<file path="src/rtl/bus_pkg.sv">
// Shared types and decode constants for the 68000 bus-cycle controller.
package bus_pkg;

  typedef enum logic [2:0] {
    ROM,
    RAM,
    LED,
    ACIA,
    UNMAPPED
  } region_t;

  typedef enum logic [2:0] {
    IDLE,
    WAIT,
    ACK,
    PERIPH,
    BERR
  } state_t;

  localparam logic [3:0] REG_ROM  = 4'h0;
  localparam logic [3:0] REG_RAM  = 4'h1;
  localparam logic [3:0] REG_LED  = 4'h2;
  localparam logic [3:0] REG_ACIA = 4'h3;

endpackage

</file>
<file path="src/rtl/bus_decode.sv">
// Address nibble A15..A12 to region; upper address bits mirror the map.
module bus_decode
  import bus_pkg::*;
(
  input  logic [3:0] nib,
  output region_t    region
);

  always_comb begin
    region = UNMAPPED;
    unique case (1'b1)
      (nib == REG_ROM):  region = ROM;
      (nib == REG_RAM):  region = RAM;
      (nib == REG_LED):  region = LED;
      (nib == REG_ACIA): region = ACIA;
      default:           region = UNMAPPED;
    endcase
  end

endmodule

</file>
<file path="src/rtl/m68k_bus_ctrl.sv">
// Bus-cycle sequencer for the fx68k: decode, wait states, DTACK/VPA/BERR,
// chip selects, RAM write strobe and the read-data mux.
module m68k_bus_ctrl
  import bus_pkg::*;
#(
  parameter int unsigned ROM_WS       = 1,
  parameter int unsigned RAM_WS       = 1,
  parameter int unsigned BERR_TIMEOUT = 16
) (
  input  logic        clk,
  input  logic        reset,
  input  logic        as_n,
  input  logic        uds_n,
  input  logic        lds_n,
  input  logic        rw,
  input  logic        vma_n,
  input  logic [23:1] addr,
  input  logic [15:0] rom_dout,
  input  logic [15:0] ram_dout,
  input  logic [7:0]  acia_dout,
  output logic        dtack_n,
  output logic        vpa_n,
  output logic        berr_n,
  output logic        rom_cs,
  output logic        ram_cs,
  output logic        ram_we,
  output logic [1:0]  ram_mask,
  output logic        led_cs,
  output logic        acia_cs,
  output logic [15:0] cpu_din
);

  localparam logic [7:0] ROM_W = 8'(ROM_WS);
  localparam logic [7:0] RAM_W = 8'(RAM_WS);
  localparam logic [7:0] BTO   = 8'(BERR_TIMEOUT);

  state_t     st_q, st_d;
  region_t    reg_q, reg_d, dec;
  logic [7:0] cnt_q, cnt_d;
  logic       rw_q, rw_d;
  logic       first_q, first_d;
  logic       unused_addr;

  assign unused_addr = ^{addr[23:16], addr[11:1]};

  bus_decode u_dec (
    .nib    (addr[15:12]),
    .region (dec)
  );

  always_ff @(posedge clk or posedge reset) begin
    if (reset) begin
      st_q    <= IDLE;
      reg_q   <= ROM;
      cnt_q   <= 8'd0;
      rw_q    <= 1'b1;
      first_q <= 1'b0;
    end else begin
      st_q    <= st_d;
      reg_q   <= reg_d;
      cnt_q   <= cnt_d;
      rw_q    <= rw_d;
      first_q <= first_d;
    end
  end

  always_comb begin
    st_d    = st_q;
    reg_d   = reg_q;
    cnt_d   = cnt_q;
    rw_d    = rw_q;
    first_d = 1'b0;
    unique case (st_q)
      IDLE: begin
        if (!as_n) begin
          reg_d = dec;
          rw_d  = rw;
          unique case (dec)
            ROM: begin
              st_d  = WAIT;
              cnt_d = ROM_W;
            end
            RAM: begin
              st_d  = WAIT;
              cnt_d = RAM_W;
            end
            LED, ACIA: st_d = PERIPH;
            default: begin
              st_d  = WAIT;
              cnt_d = BTO;
            end
          endcase
        end
      end
      WAIT: begin
        if (as_n) begin
          st_d  = IDLE;
          cnt_d = 8'd0;
        end else if (cnt_q == 8'd0) begin
          if (reg_q == UNMAPPED) begin
            st_d = BERR;
          end else begin
            st_d    = ACK;
            first_d = 1'b1;
          end
        end else begin
          cnt_d = cnt_q - 8'd1;
        end
      end
      ACK, PERIPH, BERR: begin
        if (as_n) st_d = IDLE;
      end
      default: st_d = IDLE;
    endcase
  end

  // Strobes come from registered state so reset clears them at once.
  always_comb begin
    dtack_n  = (st_q != ACK);
    vpa_n    = (st_q != PERIPH);
    berr_n   = (st_q != BERR);
    rom_cs   = (st_q == WAIT || st_q == ACK) && reg_q == ROM;
    ram_cs   = (st_q == WAIT || st_q == ACK) && reg_q == RAM;
    ram_we   = (st_q == ACK) && first_q && reg_q == RAM && !rw_q;
    ram_mask = ram_we ? {!uds_n, !lds_n} : 2'b00;
    led_cs   = (st_q == PERIPH) && reg_q == LED && !vma_n;
    acia_cs  = (st_q == PERIPH) && reg_q == ACIA && !vma_n;
    cpu_din  = rom_dout;
    unique case (reg_q)
      ACIA:    cpu_din = {acia_dout, 8'h00};
      RAM:     cpu_din = ram_dout;
      default: cpu_din = rom_dout;
    endcase
  end

endmodule
</file>
<file path="config.mk">
export PLATFORM = sky130hd
export DESIGN_NAME = m68k_bus_ctrl
export DESIGN_NICKNAME = d
export VERILOG_FILES = /design/src/rtl/bus_pkg.sv /design/src/rtl/bus_decode.sv /design/src/rtl/m68k_bus_ctrl.sv
export SDC_FILE = /design/constraint.sdc
export NUM_CORES = 1
export LEC_CHECK = 0
export ABC_AREA = 0
export ABC_CLOCK_PERIOD_IN_PS = 4200
export BUFFER_PORTS_ARGS = -buffer_cell sky130_fd_sc_hd__buf_2
export CORE_AREA = 2 2 53 67
export DETAILED_ROUTE_END_ITERATION = 8
export DIE_AREA = 0 0 55 69
export PLACE_DENSITY = 0.86
export SETUP_SLACK_MARGIN = 0.5
export SLEW_MARGIN = 20
export SYNTH_ARGS = -nofsm -noshare
export SYNTH_HDL_FRONTEND = slang
export SYNTH_SLANG_ARGS = --single-unit
export TNS_END_PERCENT = 1
</file>
<file path="constraint.sdc">
create_clock -name clk -period 4.2 [get_ports clk]
set_input_delay 0.21 -clock clk [delete_from_list [all_inputs] [get_ports clk]]
set_output_delay 0.21 -clock clk [all_outputs]
set_load 0.005 [all_outputs]
</file>
==> metrics.md, run 1 <==
| Metric | Value |
|---|---|
| Run status | `completed` |
| Initial antenna violation count | `0` |
| DP HPWL | `2.87 mm` |
| XOR/XNOR Fraction of Synth Area | `0%` |
| Setup crit end kind | `output pin` |
| Avg WL per Cell | `12.8 um` |
| Max Slew Vio Count | `0` |
| Max-Cap Viols | `0` |
| Min-delay worst type | `primary input to asynchronous set/reset pin` |
| Worst Tran Pin Value | `939 ps` |
| Slew HR | `37.4%` |
| Worst-skew pair later-pin latency | `250 ps` |
| Yosys cell types | `44` |
| Clock Root Buffer | `clkbuf_8` |
| Gr ovfl total | `0` |
| Yosys warnings | `0` |
| Post-synth ARST share | `100%` |
| Ant. Diodes | `0` |
| Mux contribution to synthesized area | `8.59%` |
| Chip Width | `55 um` |
| 1st-pass router iterations | `4` |
| Die Ht | `69 um` |
| Crit path depth | `4` |
| Net Count, Synth | `245` |
| Die area | `0.00380 mm2` |
| Most numerous cell in the Yosys netlist | `nand2_1` |
| Clock sink total | `16` |
| Worst path cell trace | `clkinv_1 -> or3_1 -> nor3_1 -> buf_2` |
| Synth area leaders | `dfrtp_1 (29%), nand2_1 (10%), mux2i_1 (7.7%), o21ai_0 (7.7%), nor2_1 (4.1%)` |
| DRT iter0 DRCs | `60` |
| Post-synth EDFFs | `0` |
| Fmax | `419 MHz` |
| Largest net degree at the start of global routing | `35` |
| Layout cells sized above 1 | `36.1%` |
| H-tree depth | `1` |
| Vias/cell | `5.36` |
| Area Growth Syn to Fin | `33.1%` |
| CTS Buf Count | `3` |
| Critical Path AT | `2180 ps` |
| Initial Util | `40.9%` |
| Total Wirelength | `3.60 mm` |
| Post-Syn Area per Cell | `7.49 um2` |
| Global-route wire length before repair | `5.53 mm` |
| Static Leakage | `0.886 nW` |
| DR vias | `1505` |
| Largest family of logic cells by synthesized area | `simple AND/OR/NAND/NOR gates` |
| Crit start category | `register` |
| Pwr/cell area | `500 mW/mm2` |
| Peak supply drop | `0.336 mV` |
| Clock slew at reported path FFs | `60 ps` |
| Bufs and invs on worst path | `2` |
| Synth Area in Adders | `1.93%` |
| Cell Area, Synth | `0.00130 mm2` |
| Fin Setup TNS | `0 ps` |
| Delay-heaviest family, CP | `flip-flops` |
| Routed Antenna Nets | `0` |
| Final min period | `2390 ps` |
| CTS Hold Buffers Added | `0` |
| Core ar. | `0.00317 mm2` |
| Final GP Congestion | `0.903` |
| Min Hold Slack | `24.5 ps` |
| Setup violators final | `0` |
| CTS tree | `done` |
| Share of the yosys chip area belonging to registers | `31.0%` |
| FILL cells | `317` |
| Postcts setup bufs | `0` |
| List of most frequent post-synthesis cells | `nand2_1 (35), o21ai_0 (20), dfrtp_1 (15)` |
| DP Area | `0.00167 mm2` |
| Post-synth top flop | `dfrtp_1` |
| Final Cell Area | `0.00173 mm2` |
| Final period utilization | `56.9%` |
| Max Fanout on Critical Path | `13` |
| Vias in the first global route | `1384` |
| Rows | `23` |
| Flops & latches, synth | `16` |
| Post-Syn Instances | `173` |
| DR DRC count | `0` |
| Worst EP required | `3990 ps` |
| Compound-Gate Fraction of Synth Area | `16.4%` |
| Resize count post-CTS | `0` |
| Kind of critical path | `register to output pin` |
| Slowest stage cell, crit path | `dfrtp_1` |
| CP max stage delay | `710 ps` |
| Deepest clock path buffer count | `2` |
| I/O Buffers | `76` |
| Post-synth top area cell | `dfrtp_1` |
| Boundary Pins | `96` |
| Nets@finish | `317` |
| RSZ-0062 raised after global routing | `false` |
| Worst R2R Path Depth | `5` |
| Synth Area in Simple Gates | `34.6%` |
| Global-route usage over all layers | `18.9%` |
| Setup Skew | `1.08 ps` |
| Area share of the largest cell type after synthesis | `29.0%` |
| Final Hold Viols | `0` |
-- flip-flops by register name (all words and copies together), names as in the netlist --
name and cells:
reg_q 3, first_q 1, st_q 3, rw_q 1, cnt_q 8
-- layout by cell type, fill, tap and decap left out, drive strengths merged, types with 6 or more instances in the layout --
cell	count
buf	76
dfrtp	15
inv	11
mux2i	10
nand2	35
nand3	6
nor2	14
nor3	10
o21ai	20
-- through the flow --
step / worst slack (ps) / utilization (%) / total power, W / instances
2_1_floorplan: 2220 / - / 0.000604 / 173
4_1_cts: 1800 / 54.5 / 0.000862 / 281
3_3_place_gp: 2080 / 52.8 / 0.000709 / 277
3_5_place_dp: 2080 / 52.8 / 0.000720 / 277
6_report: 1810 / 54.5 / 0.000863 / 281
5_1_grt: 1640 / 54.5 / 0.000942 / 281
-- per-layer routing --
metal  wire length, um  global-route usage, %  share of wire (%)
met5                 0                      0                  0
met4                32                   4.88               0.89
met3               490                   2.16                 14
met2              1720                   34.4                 48
met1              1350                   22.2                 37
-- power by group --
| group | internal [W] | switching [W] | total [W] |
|---|---|---|---|
| clock network | 0.0000832 | 0.0000554 | 0.000139 |
| registers | 0.000210 | 0.0000647 | 0.000275 |
| logic | 0.000203 | 0.000246 | 0.000449 |
| total | 0.000497 | 0.000366 | 0.000863 |
-- cell families after synthesis --
family                   count (synthesis)
buffers and inverters                   21
flip-flops                              16
multiplexers                            11
AND/OR/NAND/NOR                         88
adder cells (fa/ha/maj)                  2
AO/OA/AOI/OAI                           35
-- cell type report --
cell class / count / area [um2] / area share, %
Multi-Input combinational cell: 136 / 797 / 46.2
Clock buffer: 4 / 55.1 / 3.19
Sequential cell: 16 / 402 / 23.3
Timing Repair Buffer: 76 / 380 / 22.0
Tap cell: 37 / 46.3 / 2.68
Inverter: 12 / 45.0 / 2.61
-- path summary, 6_finish.rpt --
kind | slack, ps | from | endpoint
min reg2reg | 520 | cnt_q[4] | cnt_q[4]
min in group clk | 180 | addr[12] | reg_q[0]
min | 20 | reset | cnt_q[5]
max reg2reg | 2160 | cnt_q[0] | st_q[1]
max | 1810 | reg_q[1] | acia_cs
max in group asynchronous | 3780 | reset | cnt_q[3]
Power figures use the tool's default switching activity.
==> run 2: changes to the inputs <==
--- a/config.mk
+++ b/config.mk
@@ -6,12 +6,12 @@
 export NUM_CORES = 1
 export LEC_CHECK = 0
 export ABC_AREA = 0
-export ABC_CLOCK_PERIOD_IN_PS = 4200
+export ABC_CLOCK_PERIOD_IN_PS = 2180
 export BUFFER_PORTS_ARGS = -buffer_cell sky130_fd_sc_hd__buf_2
-export CORE_AREA = 2 2 53 67
+export CORE_AREA = 2 2 57 73
 export DETAILED_ROUTE_END_ITERATION = 8
-export DIE_AREA = 0 0 55 69
-export PLACE_DENSITY = 0.86
+export DIE_AREA = 0 0 59 75
+export PLACE_DENSITY = 0.78
 export SETUP_SLACK_MARGIN = 0.5
 export SLEW_MARGIN = 20
 export SYNTH_ARGS = -nofsm -noshare
==> constraint.sdc (replaced) <==
create_clock -name clk -period 2.18 [get_ports clk]
set_input_delay 0.109 -clock clk [delete_from_list [all_inputs] [get_ports clk]]
set_output_delay 0.109 -clock clk [all_outputs]
set_load 0.005 [all_outputs]
==> run 2 against run 1 <==
Final area increased by 8.6%. Count of clock-buffer cells in the layout stayed put. Non-clock buffer count increased by 14. Sequential share of layout area decreased by 1.7 points. Power rose by 120%. Final cell count rose by 6.0%. Worst hold slack better by 55 ps. Clock skew up 3.9 ps. Register-to-register slack worse by 1900 ps. Global-route usage down 2.9 points.
==> metrics.md, run 2 (synthesis gave the netlist of run 1 again) <==
| Metric | Value |
|---|---|
| Run status | `completed` |
| Grt peak-use layer | `met2` |
| M3 GR Usage | `2.58% (+0.41 points)` |
| Most flop-heavy register | `cnt_q` |
| Largest registers | `cnt_q: 8 flops, reg_q: 3 flops, st_q: 3 flops` |
| Max Fanout on Critical Path | `4 (-9)` |
| Clock Root Buffer | `clkbuf_8` |
| Met1 GRT Util | `17.3% (-4.9 points)` |
| Avg WL per Cell | `13.1 um (+2.1%)` |
| Area Growth Syn to Fin | `44.6%` |
| Setup violators final | `0 (unchanged)` |
| Peak supply drop | `0.690 mV (+110%)` |
| DR vias | `1568 (+4.2%)` |
| Pwr/cell area | `993 mW/mm2 (+99%)` |
| Critical Path AT | `2040 ps (-140 ps)` |
| Core ar. | `0.00369 mm2 (+17%)` |
| Worst EP required | `2320 ps (-1670 ps)` |
| Worst Min Path Start | `addr[12]` |
| Die area | `0.00443 mm2 (+17%)` |
| Vias in the first global route | `1291 (-6.7%)` |
| Ant. Diodes | `0 (unchanged)` |
| Final WS setup | `275 ps (-1540 ps)` |
| Initial Util | `35.1% (-5.8 points)` |
| Fmax | `525 MHz` |
| Worst R2R Path Depth | `6 (+1)` |
| FILL cells | `363 (+15%)` |
| Layout cells sized above 1 | `43.0% (+7.0 points)` |
| Vias/cell | `5.26 (-1.8%)` |
| Most frequent cells in the layout | `buf_2 (76), nand2_1 (35), o21ai_0 (20)` |
| Initial antenna violation count | `0 (unchanged)` |
| End of the worst hold path | `reg_q[0]` |
| DRT iter0 DRCs | `64 (+6.7%)` |
| 1st-pass router iterations | `4 (unchanged)` |
| Nets@finish | `331 (+4.4%)` |
| Max Slew Vio Count | `0 (unchanged)` |
| Total power | `0.00186 W (+120%)` |
| Max-Cap Viols | `0 (unchanged)` |
| DR DRC count | `0 (unchanged)` |
| Reg2reg setup slack | `280 ps (-1880 ps)` |
| Final min period | `1900 ps` |
| Largest net degree at the start of global routing | `34 (-2.9%)` |
| Final Hold Viols | `0 (unchanged)` |
| Setup Skew | `5.00 ps (+3.92 ps)` |
| Deepest clock path buffer count | `2 (unchanged)` |
| Gr ovfl total | `0 (unchanged)` |
| CTS Buf Count | `3 (unchanged)` |
| Clock slew at reported path FFs | `70 ps (about the same)` |
| Slew HR | `60.2% (+23 points)` |
| Final GP Congestion | `0.924 (+2.4%)` |
| Worst Tran Pin Value | `597 ps (-342 ps)` |
| Rows | `25 (+8.7%)` |
| Clock sink total | `16 (unchanged)` |
| Global-route wire length before repair | `5.55 mm (+0.25%)` |
| I/O Buffers | `76 (unchanged)` |
| DP HPWL | `2.89 mm (+0.77%)` |
| R2R Path Start | `cnt_q[0]` |
| Worst-skew pair later-pin latency | `250 ps (about the same)` |
| Final period utilization | `87.4%` |
| Commonest non-fill, non-tap cell in the layout | `buf_2` |
| Boundary Pins | `96 (unchanged)` |
| Placement Setup Slack | `213 ps (-1870 ps)` |
| Setup crit end kind | `register` |
| Min-delay worst type | `primary input to register` |
| H-tree depth | `1 (unchanged)` |
| GRT met2 Usage | `31.9% (-2.5 points)` |
| Static Leakage | `0.959 nW (+8.2%)` |
| Total Wirelength | `3.89 mm (+8.2%)` |
| Crit start category | `register` |
| RSZ-0062 raised after global routing | `true` |
| Kind of critical path | `register to register` |
| Global-route usage over all layers | `16.0% (-2.9 points)` |
| Largest register FFs | `8 (unchanged)` |
| CTS tree | `done` |
| Die Ht | `75 um (+8.7%)` |
| Routed Antenna Nets | `0 (unchanged)` |
| Fin Setup TNS | `0 ps (unchanged)` |
| Chip Width | `59 um (+7.3%)` |
| Hold path cells | `3` |
| R2R Path End | `cnt_q[2]` |
[run 2: per-layer routing]
| layer | vias to the layer above | part of all wire, % |
|---|---|---|
| met4 | 0 | 1.3 |
| met5 | - | 0 |
| met2 | 86 | 52 |
| met1 | 696 | 37 |
| met3 | 8 | 9.5 |
| li1 | 778 | - |
[run 2: what timing repair did]
action                                  4_1_cts  5_1_grt
endpoints found under the setup margin       17       19
pin swaps                                     2        0
hold endpoints to repair                     15        0
hold buffers                                  1        0
resized for setup                             9        2
buffers inserted                              6        1
gates cloned                                  0        0
[run 2: final cells by class]
class                           instances  area (um2)  share of cell area, %
Tap cell                               40        50.0                   2.67
Timing Repair Buffer                   90         488                   26.0
Clock buffer                            4        55.1                   2.94
Inverter                               12        45.0                   2.40
Sequential cell                        16         404                   21.6
Multi-Input combinational cell        136         832                   44.4
[run 2: critical path: stages (launching register included)]
cell	delay (ps)
dfrtp_1	390
inv_2	70
ha_1	140
or4b_4	480
or3_4	380
and4_1	170
o21a_1	160
[run 2: through the flow]
step,utilization (%),instance area [um2],std cells,hold slack [ps]
3_5_place_dp,46.7,1720,286,216
4_1_cts,50.3,1860,297,75.5
3_3_place_gp,46.7,1720,286,208
5_1_grt,50.8,1870,298,84.6
2_1_floorplan,-,1300,173,22.0
6_report,50.8,1870,298,79.4
[run 2: worst max-delay path by stage]
stage / startpoint / to / slack [ps] / cells after the start
6_report: cnt_q[0] / cnt_q[2] / 280 / 6
5_1_grt: cnt_q[0] / cnt_q[2] / 230 / 6
4_1_cts: cnt_q[0] / cnt_q[2] / 300 / 6
3_5_place_dp: cnt_q[0] / st_q[1] / 210 / 5
3_3_place_gp: cnt_q[0] / st_q[1] / 230 / 5
2_1_floorplan: st_q[2] / cnt_q[2] / 310 / 6
[run 2: where the power goes]
group	internal, W	switching [W]
clock	0.000160	0.000104
combinational	0.000515	0.000566
sequential	0.000408	0.000107
total	0.00108	0.000778
